===== config.mk =====
export PLATFORM = sky130hd
export DESIGN_NAME = status_light_responder
export DESIGN_NICKNAME = d
export VERILOG_FILES = /design/src/rtl/status_light_responder.sv
export SDC_FILE = /design/constraint.sdc
export NUM_CORES = 1
export LEC_CHECK = 0
export ABC_CLOCK_PERIOD_IN_PS = 4800
export CAP_MARGIN = 10
export CELL_PAD_IN_SITES_DETAIL_PLACEMENT = 1
export CELL_PAD_IN_SITES_GLOBAL_PLACEMENT = 1
export CORE_MARGIN = 1
export CORE_UTILIZATION = 31
export CTS_CLUSTER_SIZE = 12
export DETAILED_ROUTE_END_ITERATION = 16
export PLACE_DENSITY = 0.93
export SLEW_MARGIN = 20
export SYNTH_ARGS = -nofsm -noshare
export SYNTH_HDL_FRONTEND = slang
export SYNTH_SLANG_ARGS = --single-unit

===== constraint.sdc =====
create_clock -name clk -period 4.8 [get_ports clk]
set_input_delay 0.96 -clock clk [delete_from_list [all_inputs] [get_ports clk]]
set_output_delay 0.96 -clock clk [all_outputs]
set_load 0.01 [all_outputs]

===== src/rtl/status_light_responder.sv =====
// Query endpoint: accepts a 3-word "GET /STATUS_LIGHT\n" request and answers
// with a single ON/OFF word, or ERR when the frame is malformed.
//
// state  | meaning
// S_IDLE | waiting for the first request word
// S_W1   | first word matched, waiting for the second
// S_W2   | second word matched, waiting for the third
// S_RESP | response word held on eth_tx_* until the handshake completes
module status_light_responder #(
  parameter int TIMEOUT_CYCLES = 1000,
  parameter int CNT_W          = 16
) (
  input  logic             clk,
  input  logic             rst_n,
  input  logic [47:0]      eth_rx_data,
  input  logic             eth_rx_valid,
  output logic             eth_rx_ready,
  output logic [47:0]      eth_tx_data,
  output logic             eth_tx_valid,
  input  logic             eth_tx_ready,
  input  logic             light_on,
  output logic [CNT_W-1:0] req_count,
  output logic             timeout_err
);

  localparam logic [47:0] REQ_W0   = 48'h474554202F53;
  localparam logic [47:0] REQ_W1   = 48'h54415455535F;
  localparam logic [47:0] REQ_W2   = 48'h4C494748540A;
  localparam logic [47:0] RESP_ON  = 48'h000000004F4E;
  localparam logic [47:0] RESP_OFF = 48'h0000004F4646;
  localparam logic [47:0] RESP_ERR = 48'h000000455252;

  // A zero TIMEOUT_CYCLES disables the timer; keep it one bit wide in that case.
  localparam int             TMR_W    = (TIMEOUT_CYCLES > 0) ? $clog2(TIMEOUT_CYCLES + 1) : 1;
  localparam bit             TMO_EN   = (TIMEOUT_CYCLES > 0);
  localparam logic [TMR_W-1:0] TMR_LAST = TMR_W'((TIMEOUT_CYCLES > 0) ? TIMEOUT_CYCLES - 1 : 0);

  typedef enum logic [1:0] {S_IDLE, S_W1, S_W2, S_RESP} state_t;

  state_t             r_state;
  state_t             w_next;
  logic               r_rx_ready;
  logic               r_tx_valid;
  logic [47:0]        r_tx_data;
  logic [47:0]        w_next_data;
  logic               r_resp_ok;
  logic               w_next_ok;
  logic [TMR_W-1:0]   r_timer;
  logic [TMR_W-1:0]   w_timer_next;
  logic               r_timeout;
  logic               w_timeout;
  logic [CNT_W-1:0]   r_req_count;
  logic               w_accept;
  logic               w_send;

  assign w_accept = eth_rx_valid & r_rx_ready;
  assign w_send   = r_tx_valid & eth_tx_ready;

  always_comb begin
    w_next       = r_state;
    w_next_data  = r_tx_data;
    w_next_ok    = r_resp_ok;
    w_timer_next = '0;
    w_timeout    = 1'b0;
    case (r_state)
      S_IDLE: begin
        if (w_accept) begin
          if (eth_rx_data == REQ_W0) begin
            w_next = S_W1;
          end else begin
            w_next      = S_RESP;
            w_next_data = RESP_ERR;
            w_next_ok   = 1'b0;
          end
        end
      end
      S_W1, S_W2: begin
        if (w_accept) begin
          if (r_state == S_W1 && eth_rx_data == REQ_W1) begin
            w_next = S_W2;
          end else if (r_state == S_W2 && eth_rx_data == REQ_W2) begin
            w_next      = S_RESP;
            w_next_data = light_on ? RESP_ON : RESP_OFF;
            w_next_ok   = 1'b1;
          end else begin
            w_next      = S_RESP;
            w_next_data = RESP_ERR;
            w_next_ok   = 1'b0;
          end
        end else if (TMO_EN && r_timer == TMR_LAST) begin
          w_next    = S_IDLE;
          w_timeout = 1'b1;
        end else begin
          w_timer_next = r_timer + 1'b1;
        end
      end
      S_RESP: begin
        if (w_send) begin
          w_next      = S_IDLE;
          w_next_data = '0;
        end
      end
      default: w_next = S_IDLE;
    endcase
  end

  // Handshake outputs are registered from the next state so they are glitch-free.
  always_ff @(posedge clk) begin
    if (!rst_n) begin
      r_state     <= S_IDLE;
      r_rx_ready  <= 1'b1;
      r_tx_valid  <= 1'b0;
      r_tx_data   <= '0;
      r_resp_ok   <= 1'b0;
      r_timer     <= '0;
      r_timeout   <= 1'b0;
      r_req_count <= '0;
    end else begin
      r_state    <= w_next;
      r_rx_ready <= (w_next != S_RESP);
      r_tx_valid <= (w_next == S_RESP);
      r_tx_data  <= w_next_data;
      r_resp_ok  <= w_next_ok;
      r_timer    <= w_timer_next;
      r_timeout  <= w_timeout;
      if (w_send && r_resp_ok) begin
        r_req_count <= r_req_count + 1'b1;
      end
    end
  end

  assign eth_rx_ready = r_rx_ready;
  assign eth_tx_valid = r_tx_valid;
  assign eth_tx_data  = r_tx_data;
  assign req_count    = r_req_count;
  assign timeout_err  = r_timeout;

endmodule

==> results of run 1 <==
-- final timing paths --
check,endpoint,cells past startpoint
worst max register to register,eth_tx_data[11],7
worst min-delay path,r_timer[0],1
worst max-delay path,eth_tx_valid,4
worst min register to register,r_timer[0],1
-- metal layers --
layer | part of all wire (%) | wire, µm | vias up | track usage (%)
li1 | - | - | 1045 | -
met1 | 37 | 2350 | 1045 | 16.2
met2 | 57 | 3620 | 61 | 33.8
met3 | 4.1 | 265 | 12 | 3.42
met4 | 2.4 | 155 | 0 | 6.64
met5 | 0 | 0 | - | 0
-- cells in the final DEF (no fill, tap or decap), types with 3 or more instances in the layout --
cell	instances
nor3b_1	3
and3_1	6
clkdlybuf4s50_1	87
clkbuf_8	8
mux2i_1	8
o21ai_0	3
inv_1	4
ha_1	8
nand3_1	21
nor2_1	31
xor2_1	15
nand2_1	21
conb_1	32
nor3_1	4
and4bb_2	3
xnor2_1	8
nor4_1	4
dfxtp_1	38
nand4_1	8
nand4b_1	4
-- logic make-up after synthesis --
family	share of synthesized area [%]
XOR/XNOR	8.51
AO/OA/AOI/OAI	4.60
buffers and inverters	15.0
AND/OR/NAND/NOR	32.0
multiplexers	3.38
other	0.158
flip-flops	32.2
adder cells (fa/ha/maj)	4.23
-- layout make-up --
cell class	count	area, µm²
tap	99	124
fill	864	4080
multi-input combinational	216	1370
sequential	38	761
timing repair buffer	87	871
clock buffer	8	110
inverter	5	18.8
-- per-stage QoR --
stage                     hold slack (ns)  std cells
after CTS                           0.479        453
after detailed placement            0.462        445
after global placement              0.442        445
after global routing                0.518        453
final                               0.474        453
after floorplan                     0.430        306
-- power by group through the flow --
stage	logic (µW)	clock network, µW	registers, µW
6_report	379	256	385
5_1_grt	421	275	389
4_1_cts	380	262	385
3_5_place_dp	378	0	393
3_3_place_gp	366	0	387
2_1_floorplan	253	0	389
-- flip-flops by register name, indices dropped and copies added (netlist names) --
signal	flops
eth_rx_ready	1
eth_tx_data	6
eth_tx_valid	1
r_resp_ok	1
r_state	2
r_timer	10
req_count	16
timeout_err	1
-- cell usage after synthesis, types with 2 or more instances --
cell | instances | area share, %
mux2i_1 | 8 | 3.4
nor3b_1 | 3 | 0.95
nand3_1 | 21 | 4.4
nor2b_1 | 2 | 0.53
buf_4 | 42 | 13
and2_1 | 2 | 0.53
nor4b_1 | 2 | 0.74
nor3_1 | 4 | 0.85
and3_1 | 6 | 1.6
nor4_2 | 2 | 1.1
nand4b_1 | 4 | 1.5
nand2_1 | 21 | 3.3
and4b_1 | 2 | 0.85
nand2b_1 | 2 | 0.53
nor4bb_1 | 2 | 0.85
xnor2_1 | 8 | 3.0
o21ai_0 | 3 | 0.63
xor2_1 | 15 | 5.6
inv_1 | 4 | 0.63
and4bb_2 | 3 | 1.6
ha_1 | 8 | 4.2
dfxtp_1 | 38 | 32
a31oi_1 | 2 | 0.53
clkbuf_1 | 3 | 0.48
nor4_1 | 4 | 1.1
nor4b_2 | 2 | 1.3
a21oi_1 | 2 | 0.42
nor2_1 | 31 | 4.9
nand4_1 | 8 | 2.1
==> impl_results.md, run 1 <==
* Routed Antenna Nets at 0
* Peak supply drop at between 100 and 150 µV
* #FFs+latches synth at 38
* Flop-to-flop setup slack at around 2.7 ns
* GRT Overall Usage at about 17%
* TNS Setup at 0 ns
* Worst Path Arrival at approximately 3.2 ns
* R2R Path Start: r_state[1]
* Die W at ~90 µm
* CP Max Fanout at 18
* Clock Pin Slew Worst Setup and Hold Paths at 0.07 ns
* Synthesized area per cell at around 8.6 µm²
* Leak at 0.00121 µW
* Pre-CTS setup slack at 1.57 ns
* Layout Nets at 414
* Root Driver: clkbuf_8
* Worst hold path type: register to register
* Status: complete, no violations
* Pint at 682 µW
* CP startpoint kind: input pin
* DR pass1 iterations at 4
* Vias in the first global route at 2250
* Asr flop ratio synth at 0%
* P per Cell Area at 314 nW/µm²
* Die Y at 89.4 µm
* Routed Wire Length at 6390 µm
* Hold_sp: r_timer[0]
* CTS tree: built
* Avg WL per Cell at 14.1 µm
* Synthesized area at 2370 µm²
* First-pass GRT wire length at between 10000 and 15000 µm
* Top Ports at 120
* Largest stage delay on the critical path at 0.81 ns
* Die area at 7990 µm²
* Crit share post-route at 61.8%
* Setup violators final at 0
* Slowest CP cell: clkdlybuf4s50_1
* Clock power frac at 25.1%
* Share of layout cells above drive strength 1 at under 10%
* Critical path, cell by cell: clkdlybuf4s50_1 -> clkinv_1 -> a311oi_1 -> a32o_1
* Fin area at 3250 µm²
* Initial DRC count at 70
* DRC Markers at 0
* Synthesis Warnings at 0
* CP required at 5.03 ns
* Combinational power share at 37.2%
* Fin util at around 44%
* Largest net degree at the start of global routing at 19
* Crit path time final at 2.97 ns
* CP delay by family, top: buffers and inverters
* Total gr overflow at 0
* Longest Clk Path Bufs at 2
* Hold_buf cts at 0
* Setup WS post-layout at 1.83 ns
* Slew headroom at between 60% and 70%
* Worst Max-Slew Pin Slew at 0.553 ns
* Max-cap violation count at 0
* H-tree levels at 2
* Worst setup EP type: register
* Sequential area share after synthesis at 32.2%
* Routability cong. at 0.805
* # diodes at 0
* Switching power at 338 µW
* Placement row count at 31
* Clock Sinks at 38
* FMAX at 0.337 GHz
* Synth unique cells at 50
* Core area at 7330 µm²
* Clock Skews at 0.00755 ns
* Vias/cell at 4.77
* Post-DP HPWL at 5220 µm
* Clk Latency, worst-skew pair at 0.29 ns
* Total CTS buffers at 5
* Placed Area at 3140 µm²
* Post-CTS Setup Bufs at 0
* Kind of critical path: input pin to register
* Starting Density at between 30% and 40%
* Post-synth EDFFs at 0
* Switching Share at ~33%
* Total Power at 1020 µW
* Vias at 2163
* Final Slew Violations at 0
* CP startpoint: rst_n
* Register share of total power at 37.7%
* Hold Vio Cnt, Final at 0
* Area Growth Syn to Fin at 37.4%
* Syn Inst Count at between 200 and 300
* # resized after CTS at 0
* PortBufs at 87
* RSZ-0062 raised after global routing: no
* Bufs and invs on worst path at 2
* Most used DFF post-synth: dfxtp_1
* Initial antenna violation count at 0
Power figures use the tool's default switching activity.
==> run 2, diff against run 1 <==
--- a/config.mk
+++ b/config.mk
@@ -5,15 +5,15 @@
 export SDC_FILE = /design/constraint.sdc
 export NUM_CORES = 1
 export LEC_CHECK = 0
-export ABC_CLOCK_PERIOD_IN_PS = 4800
+export ABC_CLOCK_PERIOD_IN_PS = 2800
 export CAP_MARGIN = 10
 export CELL_PAD_IN_SITES_DETAIL_PLACEMENT = 1
 export CELL_PAD_IN_SITES_GLOBAL_PLACEMENT = 1
 export CORE_MARGIN = 1
-export CORE_UTILIZATION = 31
+export CORE_UTILIZATION = 28
 export CTS_CLUSTER_SIZE = 12
 export DETAILED_ROUTE_END_ITERATION = 16
-export PLACE_DENSITY = 0.93
+export PLACE_DENSITY = 0.86
 export SLEW_MARGIN = 20
 export SYNTH_ARGS = -nofsm -noshare
 export SYNTH_HDL_FRONTEND = slang
==> constraint.sdc (replaced) <==
create_clock -name clk -period 2.8 [get_ports clk]
set_input_delay 0.56 -clock clk [delete_from_list [all_inputs] [get_ports clk]]
set_output_delay 0.56 -clock clk [all_outputs]
set_load 0.01 [all_outputs]
==> run 2 against run 1 <==
  * Sequential share of layout area shrank 0.081 points
  * Sequential cell count unchanged
  * Critical endpoint unchanged
  * Core utilization decreased by 4.6 points
  * Clock-buffer cell count is 1 lower
  * Largest power group unchanged
  * Wire length shrank 1.4%
==> impl_results.md, run 2 (same netlist as run 1, synthesis figures left out) <==
* Placement row count at 33
* Peak supply drop at 169 µV
* Leak at 0.00122 µW
* Final Slew Violations at 0
* Vias at 2138
* Kind of critical path: input pin to register
* Initial antenna violation count at 0
* Top Ports at 120
* Die area at ~8800 µm²
* Starting Density at 28.8%
* Clk Latency, worst-skew pair at ~0.29 ns
* Total Power at 1690 µW
* Setup violators final at 0
* Largest net degree at the start of global routing at 19
* Critical path, cell by cell: clkdlybuf4s50_1 -> nor4b_2 -> nand2_1 -> nor4_1 -> o21ai_1 -> a32o_1
* Hold Vio Cnt, Final at 0
* Worst setup EP type: register
* Vias in the first global route at between 2000 and 2500
* Switching power at 567 µW
* CP Max Fanout at 5
* TNS Setup at 0 ns
* Clock Skews at 0.0162 ns
* CP required at 2.98 ns
* Pint at between 1000 and 1500 µW
* Post-CTS Setup Bufs at 0
* DR pass1 iterations at 4
* Worst hold path type: register to register
* Clock power frac at 23.0%
* Post-DP HPWL at 5100 µm
* Routed Wire Length at 6300 µm
* Largest stage delay on the critical path at 0.51 ns
* # resized after CTS at 0
* Most common cell after layout, fill and taps aside: clkdlybuf4s50_1
* PortBufs at 87
* CTS tree: built
* Routability cong. at 0.784
* Clock Sinks at 38
* Register share of total power at 38.8%
* Root Driver: clkbuf_8
* Clock Pin Slew Worst Setup and Hold Paths at 0.08 ns
* P per Cell Area at 517 nW/µm²
* Vias/cell at 4.63
* First-pass GRT wire length at 10400 µm
* H-tree levels at 2
* RSZ-0062 raised after global routing: no
* Die Y at approximately 94 µm
* Slew headroom at approximately two thirds
* Met1 usage at ~15%
* Max-cap violation count at 0
* Hold_buf cts at 0
* Initial DRC count at 74
* Status: complete, no violations
* Placed cells at approximately 450
* Layout Cells excl Fill at 462
* Share of layout cells above drive strength 1 at 6.16%
* Worst Path Arrival at 2.43 ns
* Max reg flops at 16
* GR Util met2 at between 20% and 30%
* Combinational power share at 38.2%
* DRC Markers at 0
* GRT busiest layer: met2
* # diodes at 0
* Crit path time final at ~2.2 ns
* Most frequent cells in the layout: 87 x clkdlybuf4s50_1, 38 x dfxtp_1, 32 x conb_1
* Routed Antenna Nets at 0
* CP startpoint kind: input pin
* Layout Nets at roughly 420
* Area Growth Syn to Fin at 37.9%
* Longest Clk Path Bufs at 2
* Crit share post-route at 80.3%
* Avg WL per Cell at roughly 14 µm
* Slowest CP cell: nor4b_2
* Core area at about 8000 µm²
* Die W at 93.9 µm
* Total gr overflow at 0
* Switching Share at 33.6%
* GRT Overall Usage at 14.7%
* Worst Max-Slew Pin Slew at 0.495 ns
* Total CTS buffers at 5
* Grt met3 use at between 2 and 3%
* FMAX at about 0.44 GHz
==> run 2: cell types whose count changed in the layout (fill, tap and decap cells not counted), sizes merged <==
cell,delta
clkinv,+1
clkbuf,-1
buf,+3
==> run 2: critical path: cells and delay by family <==
family	cells	cell delay [ns]
AND/OR/NAND/NOR	3	1.03
buffers and inverters	1	0.42
AO/OA/AOI/OAI	2	0.43
==> run 2: worst paths after layout <==
| check | startpoint | to | slack (ns) | cells after the start |
|---|---|---|---|---|
| min reg2reg | r_timer[0] | r_timer[0] | 0.47 | 1 |
| min | r_timer[0] | r_timer[0] | 0.47 | 1 |
| max | eth_rx_data[17] | eth_tx_valid | 0.55 | 6 |
| max reg2reg | r_state[1] | eth_tx_data[19] | 0.83 | 7 |
==> run 2: metrics by stage <==
stage	setup WS (ns)	util, %	hold WS (ns)	instance area [µm²]
CTS	0.521	39.7	0.473	3260
global route	0.426	39.7	0.511	3260
detailed placement	0.235	38.6	0.454	3170
finish	0.551	39.7	0.468	3260
floorplan	0.980	-	0.430	2480
global placement	0.265	38.6	0.444	3170
==> run 2: power groups by stage <==
stage	sequential, µW	combinational (µW)	clock, µW
finish	655	645	388
global placement	665	633	0
CTS	657	650	402
floorplan	668	434	0
global route	669	701	427
detailed placement	670	647	0
==> run 2: area by class of cell <==
class / instances / area [µm²]
clock inverter: 1 / 5.00
clock buffer: 7 / 86.3
fill: 972 / 4950
tap: 105 / 131
inverter: 5 / 18.8
multi-input combinational: 216 / 1370
timing repair buffer: 90 / 893
sequential: 38 / 761
==> run 2: per-layer routing <==
metal,wire length (µm),vias to the layer above
met3,235,7
met1,2490,1033
met5,0,-
met2,3500,51
met4,76,0
li1,-,1047
==> RTL edit 1 (settings of run 2) <==
Take the reset off `r_tx_data` and load it in a clocked block of its own.
--- a/src/rtl/status_light_responder.sv
+++ b/src/rtl/status_light_responder.sv
@@ -110,7 +110,6 @@
       r_state     <= S_IDLE;
       r_rx_ready  <= 1'b1;
       r_tx_valid  <= 1'b0;
-      r_tx_data   <= '0;
       r_resp_ok   <= 1'b0;
       r_timer     <= '0;
       r_timeout   <= 1'b0;
@@ -119,7 +118,6 @@
       r_state    <= w_next;
       r_rx_ready <= (w_next != S_RESP);
       r_tx_valid <= (w_next == S_RESP);
-      r_tx_data  <= w_next_data;
       r_resp_ok  <= w_next_ok;
       r_timer    <= w_timer_next;
       r_timeout  <= w_timeout;
@@ -129,6 +127,10 @@
     end
   end
 
+  always_ff @(posedge clk) begin
+    r_tx_data <= w_next_data;
+  end
+
   assign eth_rx_ready = r_rx_ready;
   assign eth_tx_valid = r_tx_valid;
   assign eth_tx_data  = r_tx_data;
Check against the original RTL: differs if rst_n is asserted again (counterexample within 4 cycles, from zero or initial values and one cycle with rst_n low); with rst_n held inactive, the same outputs for 10 cycles.
==> RTL edit 1 against run 2 <==
  * Sequential share of layout area is 1.2 points higher
  * Register-to-register slack worse by 270 ps
  * Cell count is 5.2% lower
  * Total power is 3.7% higher
  * Via count is 7.7% lower
  * Worst setup slack worse by 43 ps
  * Cell area is 2.4% higher
  * Synthesized area is 3.9% higher
  * Wire length is 6.0% lower
  * Synthesized cell count is 7.6% lower
  * Sequential cell count stayed put
  * Die area is 3.8% higher
  * First-iteration DRC count is 49% lower
  * Non-clock buffer count is 2 lower
  * Critical endpoint is now eth_tx_data[12]
==> RTL edit 1: results (changes against run 2) <==
status completed; Worst Clk Skew 6.69 ps (-9.52 ps); Routed wire per std cell 13.5 um (-0.89%); crit path launch eth_rx_data[28]; VDD IR max 0.217 mV (+28%); layout clock buffer count 5 (-2); Non-CTS inverters 7 (+2); DR iter-0 viols 38 (-49%); detailed-route via count 1973 (-7.7%); fin util 0.401 (+0.00355); Placed Area 3230 sq um (+1.9%); CP max FO 6 (+1); GPL Wtd Cong 0.758 (-3.3%); Seq/Total Area, Yosys 0.334 (+0.0123); crit path DAT 2310 ps (-120 ps); multi-input gate share of total cell area 0.412 (-0.00726); Post-synth EDFFs 6 (+6); ClkCell Share 0.0326 (+0.00458); share of cells above drive strength 1 0.102 (+0.0405); Layout fillers 977 (+0.51%); Multi-input comb cells 192 (-11%); M3 GR Usage 0.0316 (+0.00490); pin count of the biggest net entering global routing 21 (+2); post-synthesis compound-gate area fraction 0.0570 (+0.0110); GRT Resource Usage Total 0.138 (-0.00950); mux contribution to synthesized area 0.00814 (-0.0257); dpl ws 218 ps (-16.7 ps); hold_sp r_resp_ok; grt met2 use 0.264 (-0.0338); Data buffer area share 0.263 (-0.0110); cell count after placement 430 (-5.3%)
-- RTL edit 1: path summary, 6_finish.rpt --
| check | to | slack [ps] | depth (start not counted) |
|---|---|---|---|
| setup / recovery | eth_tx_data[12] | 510 | 6 |
| hold / removal | r_resp_ok | 460 | 2 |
| setup reg to reg | eth_tx_data[12] | 560 | 7 |
| hold reg to reg | r_resp_ok | 460 | 2 |
-- RTL edit 1: metal layers --
layer / vias up / wire [um]
li1: 976 / -
met1: 936 / 2380
met2: 50 / 3220
met3: 11 / 199
met4: 0 / 118
met5: - / 0
-- RTL edit 1: report_power, final --
group | internal (mW) | total (mW) | switching, mW
Combinational | 0.304 | 0.616 | 0.312
Sequential | 0.628 | 0.687 | 0.0592
Clock | 0.262 | 0.449 | 0.187
Total | 1.19 | 1.75 | 0.557
-- RTL edit 1: critical path, stage by stage --
cell             delay [ps]
clkdlybuf4s50_1         500
nor4bb_1                370
nand4_2                 230
nor4_4                  300
nor2_1                   70
o21a_1                  270
==> RTL edit 2 (settings of run 2) <==
Made on the original files. The parameter `TIMEOUT_CYCLES` goes from 1000 to 4000.
--- a/src/rtl/status_light_responder.sv
+++ b/src/rtl/status_light_responder.sv
@@ -7,7 +7,7 @@
 // S_W2   | second word matched, waiting for the third
 // S_RESP | response word held on eth_tx_* until the handshake completes
 module status_light_responder #(
-  parameter int TIMEOUT_CYCLES = 1000,
+  parameter int TIMEOUT_CYCLES = 4000,
   parameter int CNT_W          = 16
 ) (
   input  logic             clk,
Behaviour: same outputs for any inputs over 10 cycles, from zero or initial values and one cycle with rst_n low; that may be too few to reach the edited logic, so the function may still have changed.
==> RTL edit 2 against run 2 <==
  * Cell count grew 3.5%
  * Sequential cell count grew 2
  * Synthesized area increased by 2.8%
  * Die area increased by 2.7%
  * Worst setup slack got worse by 280 ps
  * Utilization is 0.63 points higher
  * Register-to-register slack worse by 280 ps
  * Sequential share of layout area increased by 0.60 points
  * Cell area increased by 2.6%
  * Wire length fell by 1.3%
  * Synthesized cell count is 4.7% higher
  * Total power grew 1.2%
  * Critical path type unchanged
  * Largest cell class unchanged
==> RTL edit 2: results (changes against run 2) <==
status completed; Int Power 1.15 mW (+2.3%); dpl ws -29.3 ps (-264 ps); WL met2 3280 um (-6.2%); Worst path max stage delay 540 ps (+30 ps); M1 WL 2620 um (+5.5%); met3 wire len 293 um (+25%); pin count of the biggest net entering global routing 24 (+5); VDD IR max 0.182 mV (+7.4%); HPWL after detailed placement 5200 um (+2.1%); Post-Synthesis Cells 288 (+4.7%); M3 GR Usage 0.0255 (-0.00118); grt met2 use 0.273 (-0.0248); met1 usage in global routing 0.165 (+0.0132); Worst Clk Skew 7.62 ps (-8.59 ps); Seq/Total Area, Yosys 0.329 (+0.00770); number of global-route vias before repair 2268 (+1.1%); IO Port Bufs 87 (unchanged); DRT Wirelength 6220 um (-1.3%); leak pwr 1.26 nW (+3.6%); Routed wire per std cell 13.0 um (-4.6%); Slew HR 0.555 (-0.113); Power Clock 387 uW (about the same); DR iter-0 viols 41 (-45%); R2R depth 8 (+1); crit path max-delay cell type or4b_1; NumNets Final 433 (+3.8%); cell count after placement 470 (+3.5%); GRT Resource Usage Total 0.143 (-0.00418); sequential power share 0.400 (+0.012); DR vias/cell 4.60 (-0.63%); hold path depth 2 (+1); first-pass GRT wire length 10300 um (-0.80%); GPL Wtd Cong 0.829 (+5.8%); crit path DAT 2680 ps (+250 ps); Placed Area 3260 sq um (+2.7%); CP max FO 6 (+1); share of cells above drive strength 1 0.0375 (-0.0241)
-- RTL edit 2: final cells by class --
type	count	area (sq um)
fill	988	4950
sequential	40	801
multi-input combinational	226	1390
clock buffer	8	90.1
inverter	7	26.3
timing repair buffer	92	908
tap	105	131
-- RTL edit 2: worst paths after layout --
kind                      to            start  slack (ps)
max reg2reg  eth_tx_data[18]       r_state[1]         550
min reg2reg  eth_tx_data[10]  eth_tx_data[10]         490
max          eth_tx_data[18]  eth_rx_data[11]         270
min          eth_tx_data[10]  eth_tx_data[10]         490
-- RTL edit 2: logic make-up (layout without fill, tap and decap cells) --
kind of cell,Yosys count,count (layout),share of synthesized area
flip-flops,40,40,0.329
other,1,32,0.00154
multiplexers,8,8,0.0329
AO/OA/AOI/OAI,18,18,0.0473
buffers and inverters,53,107,0.147
adder cells (fa/ha/maj),8,8,0.0412
XOR/XNOR,21,21,0.0756
AND/OR/NAND/NOR,139,139,0.326
